--- config.mk ---
export PLATFORM = sky130hd
export DESIGN_NAME = csi_rx_depacketizer
export DESIGN_NICKNAME = d
export VERILOG_FILES = /design/src/rtl/csi_rx_depacketizer.sv
export SDC_FILE = /design/constraint.sdc
export NUM_CORES = 1
export LEC_CHECK = 0
export ABC_CLOCK_PERIOD_IN_PS = 37200
export BUFFER_PORTS_ARGS = -buffer_cell sky130_fd_sc_hd__buf_4
export CAP_MARGIN = 20
export CORE_MARGIN = 2
export CORE_UTILIZATION = 60
export CTS_BUF_LIST = sky130_fd_sc_hd__clkbuf_8
export DETAILED_ROUTE_END_ITERATION = 10
export GPL_TIMING_DRIVEN = 0
export PLACE_DENSITY_LB_ADDON = 0.1
export SLEW_MARGIN = 30
export SYNTH_ARGS = -nofsm -noshare
export SYNTH_HDL_FRONTEND = slang
export SYNTH_SLANG_ARGS = --single-unit
--- constraint.sdc ---
create_clock -name clk -period 37.2 [get_ports clk]
set_clock_uncertainty 0.15 [all_clocks]
set_input_delay 5.58 -clock clk [delete_from_list [all_inputs] [get_ports clk]]
set_output_delay 5.58 -clock clk [all_outputs]
set_load 0.01 [all_outputs]
--- src/rtl/csi_rx_depacketizer.sv ---
`default_nettype none
// ============================================================================
// Module      : csi_rx_depacketizer
// Description : CSI-2 byte-stream depacketizer. It decodes FS/FE short packets
//               and RAW14 long packets into a 14-bit pixel stream.
// Revision    : 1.0 - initial release
// ============================================================================
module csi_rx_depacketizer #(
  parameter logic [1:0] VIRTUAL_CHANNEL   = 2'h0,
  parameter logic [7:0] EXPECTED_ECC      = 8'hCC,
  parameter int         IMAGE_PIXEL_WIDTH = 14
) (
  input  logic                         clk,
  input  logic                         rst_n,
  input  logic                         rx_active,
  input  logic                         rx_valid,
  input  logic [7:0]                   rx_data,
  output logic                         pix_valid,
  output logic [IMAGE_PIXEL_WIDTH-1:0] pix_data,
  output logic                         pix_sol,
  output logic                         pix_eol,
  output logic                         frame_start,
  output logic                         frame_end,
  output logic [15:0]                  frame_num,
  output logic [15:0]                  line_num,
  output logic                         err_ecc,
  output logic                         err_dt,
  output logic                         err_wc,
  output logic                         err_trunc
);

  typedef enum logic [2:0] {
    S_IDLE       = 3'd0,
    S_HDR        = 3'd1,
    S_PAYLOAD    = 3'd2,
    S_FOOTER     = 3'd3,
    S_DROP       = 3'd4,
    S_DROP_BURST = 3'd5
  } state_t;

  localparam logic [5:0] c_dt_fs       = 6'h00;
  localparam logic [5:0] c_dt_fe       = 6'h01;
  localparam logic [5:0] c_dt_raw14    = 6'h2D;
  localparam logic [5:0] c_dt_long_min = 6'h10;

  state_t      r_state;
  logic [1:0]  r_hdr_cnt;
  logic [7:0]  r_di;
  logic [7:0]  r_wc_lo;
  logic [7:0]  r_wc_hi;
  logic [16:0] r_remain;
  logic [2:0]  r_gidx;
  logic [7:0]  r_grp [0:5];
  logic        r_first;
  logic [13:0] r_pix_q [0:2];
  logic [1:0]  r_drain_cnt;
  logic        r_eol_q;

  logic [15:0] w_wc;
  logic        w_wc_ok;
  logic        w_hdr_done;
  logic        w_last_byte;
  logic        w_grp_done;
  state_t      w_dec_state;
  logic        w_dec_fs, w_dec_fe, w_dec_err_ecc, w_dec_err_dt, w_dec_err_wc;
  state_t      w_state_nxt;
  state_t      w_state_fin;
  logic [1:0]  w_hdr_cnt_nxt;
  logic        w_trunc;
  logic [13:0] w_p1, w_p2, w_p3, w_p4;

  assign w_wc        = {r_wc_hi, r_wc_lo};
  assign w_wc_ok     = (w_wc != 16'd0) && ((w_wc % 16'd7) == 16'd0);
  assign w_hdr_done  = (r_state == S_HDR) && rx_valid && (r_hdr_cnt == 2'd3);
  assign w_last_byte = (r_remain == 17'd1);
  assign w_grp_done  = (r_state == S_PAYLOAD) && rx_valid && (r_gidx == 3'd6);

  // Group byte 6 is the live rx_data byte, so pixels are ready on its accept edge
  assign w_p1 = {r_grp[0], r_grp[4][5:0]};
  assign w_p2 = {r_grp[1], r_grp[5][3:0], r_grp[4][7:6]};
  assign w_p3 = {r_grp[2], rx_data[1:0], r_grp[5][7:4]};
  assign w_p4 = {r_grp[3], rx_data[7:2]};

  always_comb begin
    w_dec_state   = S_HDR;
    w_dec_fs      = 1'b0;
    w_dec_fe      = 1'b0;
    w_dec_err_ecc = 1'b0;
    w_dec_err_dt  = 1'b0;
    w_dec_err_wc  = 1'b0;
    if (rx_data != EXPECTED_ECC) begin
      w_dec_err_ecc = 1'b1;
      w_dec_state   = S_DROP_BURST;
    end else if (r_di[7:6] != VIRTUAL_CHANNEL) begin
      if (r_di[5:0] >= c_dt_long_min) w_dec_state = S_DROP;
    end else begin
      case (r_di[5:0])
        c_dt_fs: w_dec_fs = 1'b1;
        c_dt_fe: w_dec_fe = 1'b1;
        c_dt_raw14: begin
          if (w_wc_ok) begin
            w_dec_state = S_PAYLOAD;
          end else begin
            w_dec_err_wc = 1'b1;
            w_dec_state  = S_DROP;
          end
        end
        default: begin
          w_dec_err_dt = 1'b1;
          if (r_di[5:0] >= c_dt_long_min) w_dec_state = S_DROP;
        end
      endcase
    end
  end

  always_comb begin
    w_state_nxt   = r_state;
    w_hdr_cnt_nxt = 2'd0;
    case (r_state)
      S_IDLE: begin
        if (rx_valid && rx_active) begin
          w_state_nxt   = S_HDR;
          w_hdr_cnt_nxt = 2'd1;
        end
      end
      S_HDR: begin
        w_hdr_cnt_nxt = rx_valid ? r_hdr_cnt + 2'd1 : r_hdr_cnt;
        if (w_hdr_done) w_state_nxt = w_dec_state;
      end
      S_PAYLOAD: if (rx_valid && w_last_byte) w_state_nxt = S_FOOTER;
      S_FOOTER, S_DROP: if (rx_valid && w_last_byte) w_state_nxt = S_HDR;
      default: ;
    endcase
    // A byte arriving as rx_active drops is still consumed before judging truncation
    w_trunc = !rx_active &&
              ((w_state_nxt inside {S_PAYLOAD, S_FOOTER, S_DROP}) ||
               ((w_state_nxt == S_HDR) && (w_hdr_cnt_nxt != 2'd0)));
    w_state_fin = rx_active ? w_state_nxt : S_IDLE;
  end

  always_ff @(posedge clk or negedge rst_n) begin
    if (!rst_n) begin
      r_state     <= S_IDLE;
      r_hdr_cnt   <= 2'd0;
      r_di        <= 8'd0;
      r_wc_lo     <= 8'd0;
      r_wc_hi     <= 8'd0;
      r_remain    <= 17'd0;
      r_gidx      <= 3'd0;
      r_first     <= 1'b0;
      r_drain_cnt <= 2'd0;
      r_eol_q     <= 1'b0;
      for (int i = 0; i < 6; i++) r_grp[i] <= 8'd0;
      for (int i = 0; i < 3; i++) r_pix_q[i] <= 14'd0;
      pix_valid   <= 1'b0;
      pix_data    <= '0;
      pix_sol     <= 1'b0;
      pix_eol     <= 1'b0;
      frame_start <= 1'b0;
      frame_end   <= 1'b0;
      frame_num   <= 16'd0;
      line_num    <= 16'd0;
      err_ecc     <= 1'b0;
      err_dt      <= 1'b0;
      err_wc      <= 1'b0;
      err_trunc   <= 1'b0;
    end else begin
      r_state     <= w_state_fin;
      r_hdr_cnt   <= rx_active ? w_hdr_cnt_nxt : 2'd0;
      frame_start <= w_hdr_done && w_dec_fs;
      frame_end   <= w_hdr_done && w_dec_fe;
      err_ecc     <= w_hdr_done && w_dec_err_ecc;
      err_dt      <= w_hdr_done && w_dec_err_dt;
      err_wc      <= w_hdr_done && w_dec_err_wc;
      err_trunc   <= w_trunc;
      pix_sol     <= 1'b0;
      pix_eol     <= 1'b0;

      if (rx_valid && (((r_state == S_IDLE) && rx_active) ||
                       ((r_state == S_HDR) && (r_hdr_cnt != 2'd3)))) begin
        case (r_hdr_cnt)
          2'd0:    r_di    <= rx_data;
          2'd1:    r_wc_lo <= rx_data;
          2'd2:    r_wc_hi <= rx_data;
          default: ;
        endcase
      end

      if (w_hdr_done) begin
        r_remain <= (w_dec_state == S_DROP) ? {1'b0, w_wc} + 17'd2 : {1'b0, w_wc};
        r_gidx   <= 3'd0;
        r_first  <= 1'b1;
        if (w_dec_fs) frame_num <= w_wc;
      end

      if (rx_valid && (r_state inside {S_PAYLOAD, S_FOOTER, S_DROP}))
        r_remain <= ((r_state == S_PAYLOAD) && w_last_byte) ? 17'd2 : r_remain - 17'd1;

      if ((r_state == S_PAYLOAD) && rx_valid) begin
        if (r_gidx == 3'd6) begin
          r_gidx <= 3'd0;
        end else begin
          r_grp[r_gidx] <= rx_data;
          r_gidx        <= r_gidx + 3'd1;
        end
      end

      if (w_grp_done) begin
        pix_valid   <= 1'b1;
        pix_data    <= w_p1;
        pix_sol     <= r_first;
        r_first     <= 1'b0;
        r_pix_q[0]  <= w_p2;
        r_pix_q[1]  <= w_p3;
        r_pix_q[2]  <= w_p4;
        r_drain_cnt <= 2'd3;
        r_eol_q     <= w_last_byte && !w_trunc;
      end else if (r_drain_cnt != 2'd0) begin
        pix_valid   <= 1'b1;
        pix_data    <= r_pix_q[0];
        r_pix_q[0]  <= r_pix_q[1];
        r_pix_q[1]  <= r_pix_q[2];
        r_drain_cnt <= r_drain_cnt - 2'd1;
        if ((r_drain_cnt == 2'd1) && r_eol_q && !w_trunc) begin
          pix_eol  <= 1'b1;
          line_num <= line_num + 16'd1;
        end
      end else begin
        pix_valid <= 1'b0;
      end

      // A truncated packet never reports end-of-line, even if its pixels already drained
      if (w_trunc) r_eol_q <= 1'b0;
      if (w_hdr_done && w_dec_fs) line_num <= 16'd0;
    end
  end

endmodule
`default_nettype wire

==> summary.log <==
INFO  status         run_status=finished, final reports clean
INFO  grt            grtUsageTotal=0.3198
INFO  clock_network  cts-buffers-inserted=17
INFO  timing         fin_setup_tns=0ns
INFO  route          detailroute.via_count=12,853
INFO  timing         setup_ws=21.98ns
INFO  floorplanning  die_height=156.5µm
INFO  critical_path  timing.critical_path.max_delay_family=compound AO/OA/AOI/OAI gates
INFO  logic_synthesis synth-edff-count=0
INFO  clock_network  clock_insertion_delay_worst_skew=0.47ns
INFO  grt            grt_start_max_net_pins=72
INFO  logic_synthesis syn-num-nets=1,606
INFO  critical_path  reg2reg_setup_slack=21.98ns
INFO  clock_network  cts_buffer_depth=2
INFO  finish         post_route_cells_drive_above_1_share=0.1615
INFO  logic_synthesis number_of_storage_elements_in_the_synthesis_netlist=198
INFO  timing         maxSlewHeadroom=0.3446
INFO  critical_path  timing.critical_path.fanout_max=11
INFO  floorplanning  io-pin-count=67
INFO  route          drc=0
INFO  timing         timing_worst_slew_pin_value=0.9750ns
INFO  route          detailedRoute.firstPassIterationCount=6
INFO  pwr            max-vdd-ir-drop=60.24µV
INFO  route          postRouteAntennaNets=0
INFO  finish         syn2layout_area_growth=9.766%
INFO  critical_path  r2r-start=r_wc_lo[1]
INFO  critical_path  timing.critical_path.from=r_wc_lo[1]
INFO  floorplanning  die_x=156.5µm
INFO  clock_network  cts_tree=done
INFO  critical_path  critical-path-slowest-cell=o41ai_1
INFO  placed_design  count_of_buffers_from_port_buffering=65
INFO  timing         rsz_0062_raised_after_global_routing=no
INFO  grt            gr-total-overflow=0
INFO  critical_path  critical_path_required=37.40ns
INFO  pwr            power_per_cell_area=67.51mW/mm²
INFO  hold_path      holdPathEnd=r_pix_q[10]
INFO  logic_synthesis synth_most_common_cell=nand2_1
INFO  logic_synthesis syn_area=0.01395mm²
INFO  clock_network  path_clk_slew=0.11ns
INFO  grt            number_of_antenna_violations_at_the_first_check_in_global_routing=0
INFO  timing         timing_hold_violations_final=0
INFO  logic_synthesis synth.distinct_cells=119
INFO  clock_network  cts_hold_buffers=0
INFO  clock_network  clock_tree.htree_level_count=4
INFO  floorplanning  die_area=0.02449mm²
INFO  logic_synthesis syn_avg_cell_area=8.836µm²
INFO  placed_design  placement.setup.worst_slack=22.20ns
INFO  hold_path      hold_start=r_grp[20]
INFO  timing         final_min_period_over_clock_period=0.4092
INFO  logic_synthesis synth-warning-count=0
INFO  hold_path      hold_class=reg -> reg
INFO  finish         finish.cell_count_without_fillers=1,963
INFO  hold_path      min_path_cells=2
INFO  clock_network  ctsResizeCount=0
INFO  finish         layout.nets=1,692
INFO  route          finalWirelength=38,520µm
INFO  floorplanning  core_area=0.02271mm²
INFO  critical_path  worstPathBufferInverterCount=10
INFO  critical_path  worst_r2r_path_depth=52
INFO  floorplanning  starting_density_of_the_core=0.6144
INFO  placed_design  hpwlAfterDp=28,750µm
INFO  clock_network  root_buffer=clkbuf_8
INFO  timing         finalWorstPathRequiredPeriod=15.22ns
INFO  critical_path  path_class=reg -> reg
INFO  route          drt_iter0_drc=1,178
INFO  logic_synthesis synth_top_cell_by_area=dfrtp_1
INFO  critical_path  cp_data_arrival_time=15.43ns
INFO  pwr            power.leakage=0.006862µW
INFO  floorplanning  std_cell_rows=55
INFO  timing         report.final.setup_viol=0
INFO  job            timing.max_cap.violations=0
INFO  placed_design  routabilityCongestion=0.9191
INFO  logic_synthesis synthesis.instances=1,579
INFO  timing         fmax=65.69MHz
INFO  logic_synthesis async_flop_share=1.000
INFO  grt            grt_first_pass_wirelength=62,700µm
INFO  route          routedWlPerCell=19.62µm
INFO  logic_synthesis synth_seq_area_share=0.3551
INFO  critical_path  end_kind=flip-flop
INFO  critical_path  crit_path_max_incr_delay=0.57ns
INFO  clock_network  cts_setup_buffers=0
INFO  placed_design  post_dp_cell_area=0.01487mm²
INFO  critical_path  startpoint_type=flip-flop
INFO  grt            grt_pass1_vias=11,992
INFO  logic_synthesis synth_commonest_cells=nand2_1, dfrtp_1, o21ai_0, nor2_1, mux2_2
INFO  critical_path  worst_path_most_repeated_cell=xnor2_1
INFO  placed_design  place.detailed.instances=1,931
INFO  finish         diode_count=0
INFO  timing         hold-worst-slack=0.3266ns
INFO  logic_synthesis synth_ff_type=dfrtp_1
INFO  route          viasPerCell=6.548
INFO  timing         final-max-slew-violation-count=0
INFO  logic_synthesis synth_area_leaders=dfrtp_1, nand2_1, mux2_2, mux2i_1, o21ai_0
INFO  clock_network  cts_sinks=198
INFO  finish         summed_area_of_non_filler_cells_in_the_final_layout=0.01531mm²
INFO  logic_synthesis post-synth-top-area-fraction=0.3551
INFO  critical_path  timing.rr.end=line_num[1]
tightest hold or removal path, delay by kind of cell, from the launching register on:
family           cells  cell delay (ns)
and+or+nand+nor      2             0.10
DFF                  1             0.36
cells by family after synthesis:
family          synth area share
compound gates            0.2151
xor+xnor                 0.03713
fa+ha+maj                0.01417
buf+inv                  0.03892
flops                     0.3551
mux                       0.1064
simple gates              0.2332
final cells by class:
class                           instances  area [µm²]
Clock inverter                         15       206.4
Buffer                                 94       419.2
Timing Repair Buffer                   67       550.5
Clock buffer                           17       234.0
Fill cell                            1857        7395
Inverter                               33       123.9
Tap cell                              285       356.6
Sequential cell                       198        4955
Multi-Input combinational cell       1254        8469
where the power goes:
part           internal, µW  switching [µW]  total (µW)
logic                   237             416         654
clock network          70.0            83.1         153
registers               220            6.88         227
total                   528             506        1030
cell usage in the layout, fill, tap and decap left out, types with 11 or more instances in the layout:
master,netlist,routed
or3_1,28,28
nor2_1,84,84
and2_1,22,22
clkbuf_1,69,69
and3_1,17,17
dfrtp_1,198,198
nand2b_1,15,15
o211ai_1,18,18
o221ai_1,14,14
buf_4,8,72
nor3_1,50,48
o31ai_1,14,14
clkbuf_8,0,17
xnor2_1,39,39
a21o_1,13,13
nand3_1,40,40
a31oi_1,14,14
mux2_2,75,75
a21oi_1,64,64
ha_1,15,15
or4_1,16,16
buf_2,11,11
nand2_1,232,232
nor4_1,16,16
nand4_1,29,29
a211oi_1,13,13
mux2i_1,59,59
o21ai_1,13,13
o21ai_0,116,116
xor2_1,12,12
inv_1,30,30
stage by stage:
stage          utilization  power [µW]
6_report            0.6744        1034
5_1_grt             0.6744        1105
4_1_cts             0.6744        1018
3_5_place_dp        0.6550       862.5
3_3_place_gp        0.6516       848.7
2_1_floorplan            -       727.0
sequential cells by signal, indices dropped and copies added, names as in the netlist, 14 cells and up:
register,flops
pix_data,14
r_pix_q,42
line_num,16
r_grp,48
frame_num,16
r_remain,17
routing by layer:
| metal | GRT usage | part of all wire | vias up |
|---|---|---|---|
| met4 | 0.1118 | 0.027 | 0 |
| met1 | 0.4230 | 0.42 | 6241 |
| met5 | 0 | 0 | - |
| met2 | 0.5431 | 0.49 | 478 |
| met3 | 0.04126 | 0.057 | 69 |
| li1 | - | - | 6065 |
how the worst max path moves through the flow:
stage	endpoint	slack, ns	depth (start not counted)
final	line_num[1]	21.98	52
after global routing	line_num[1]	20.78	56
after CTS	line_num[1]	22.14	52
after detailed placement	line_num[1]	22.20	52
after global placement	line_num[0]	22.39	52
after floorplan	line_num[11]	24.65	53
Power figures use the tool's default switching activity.
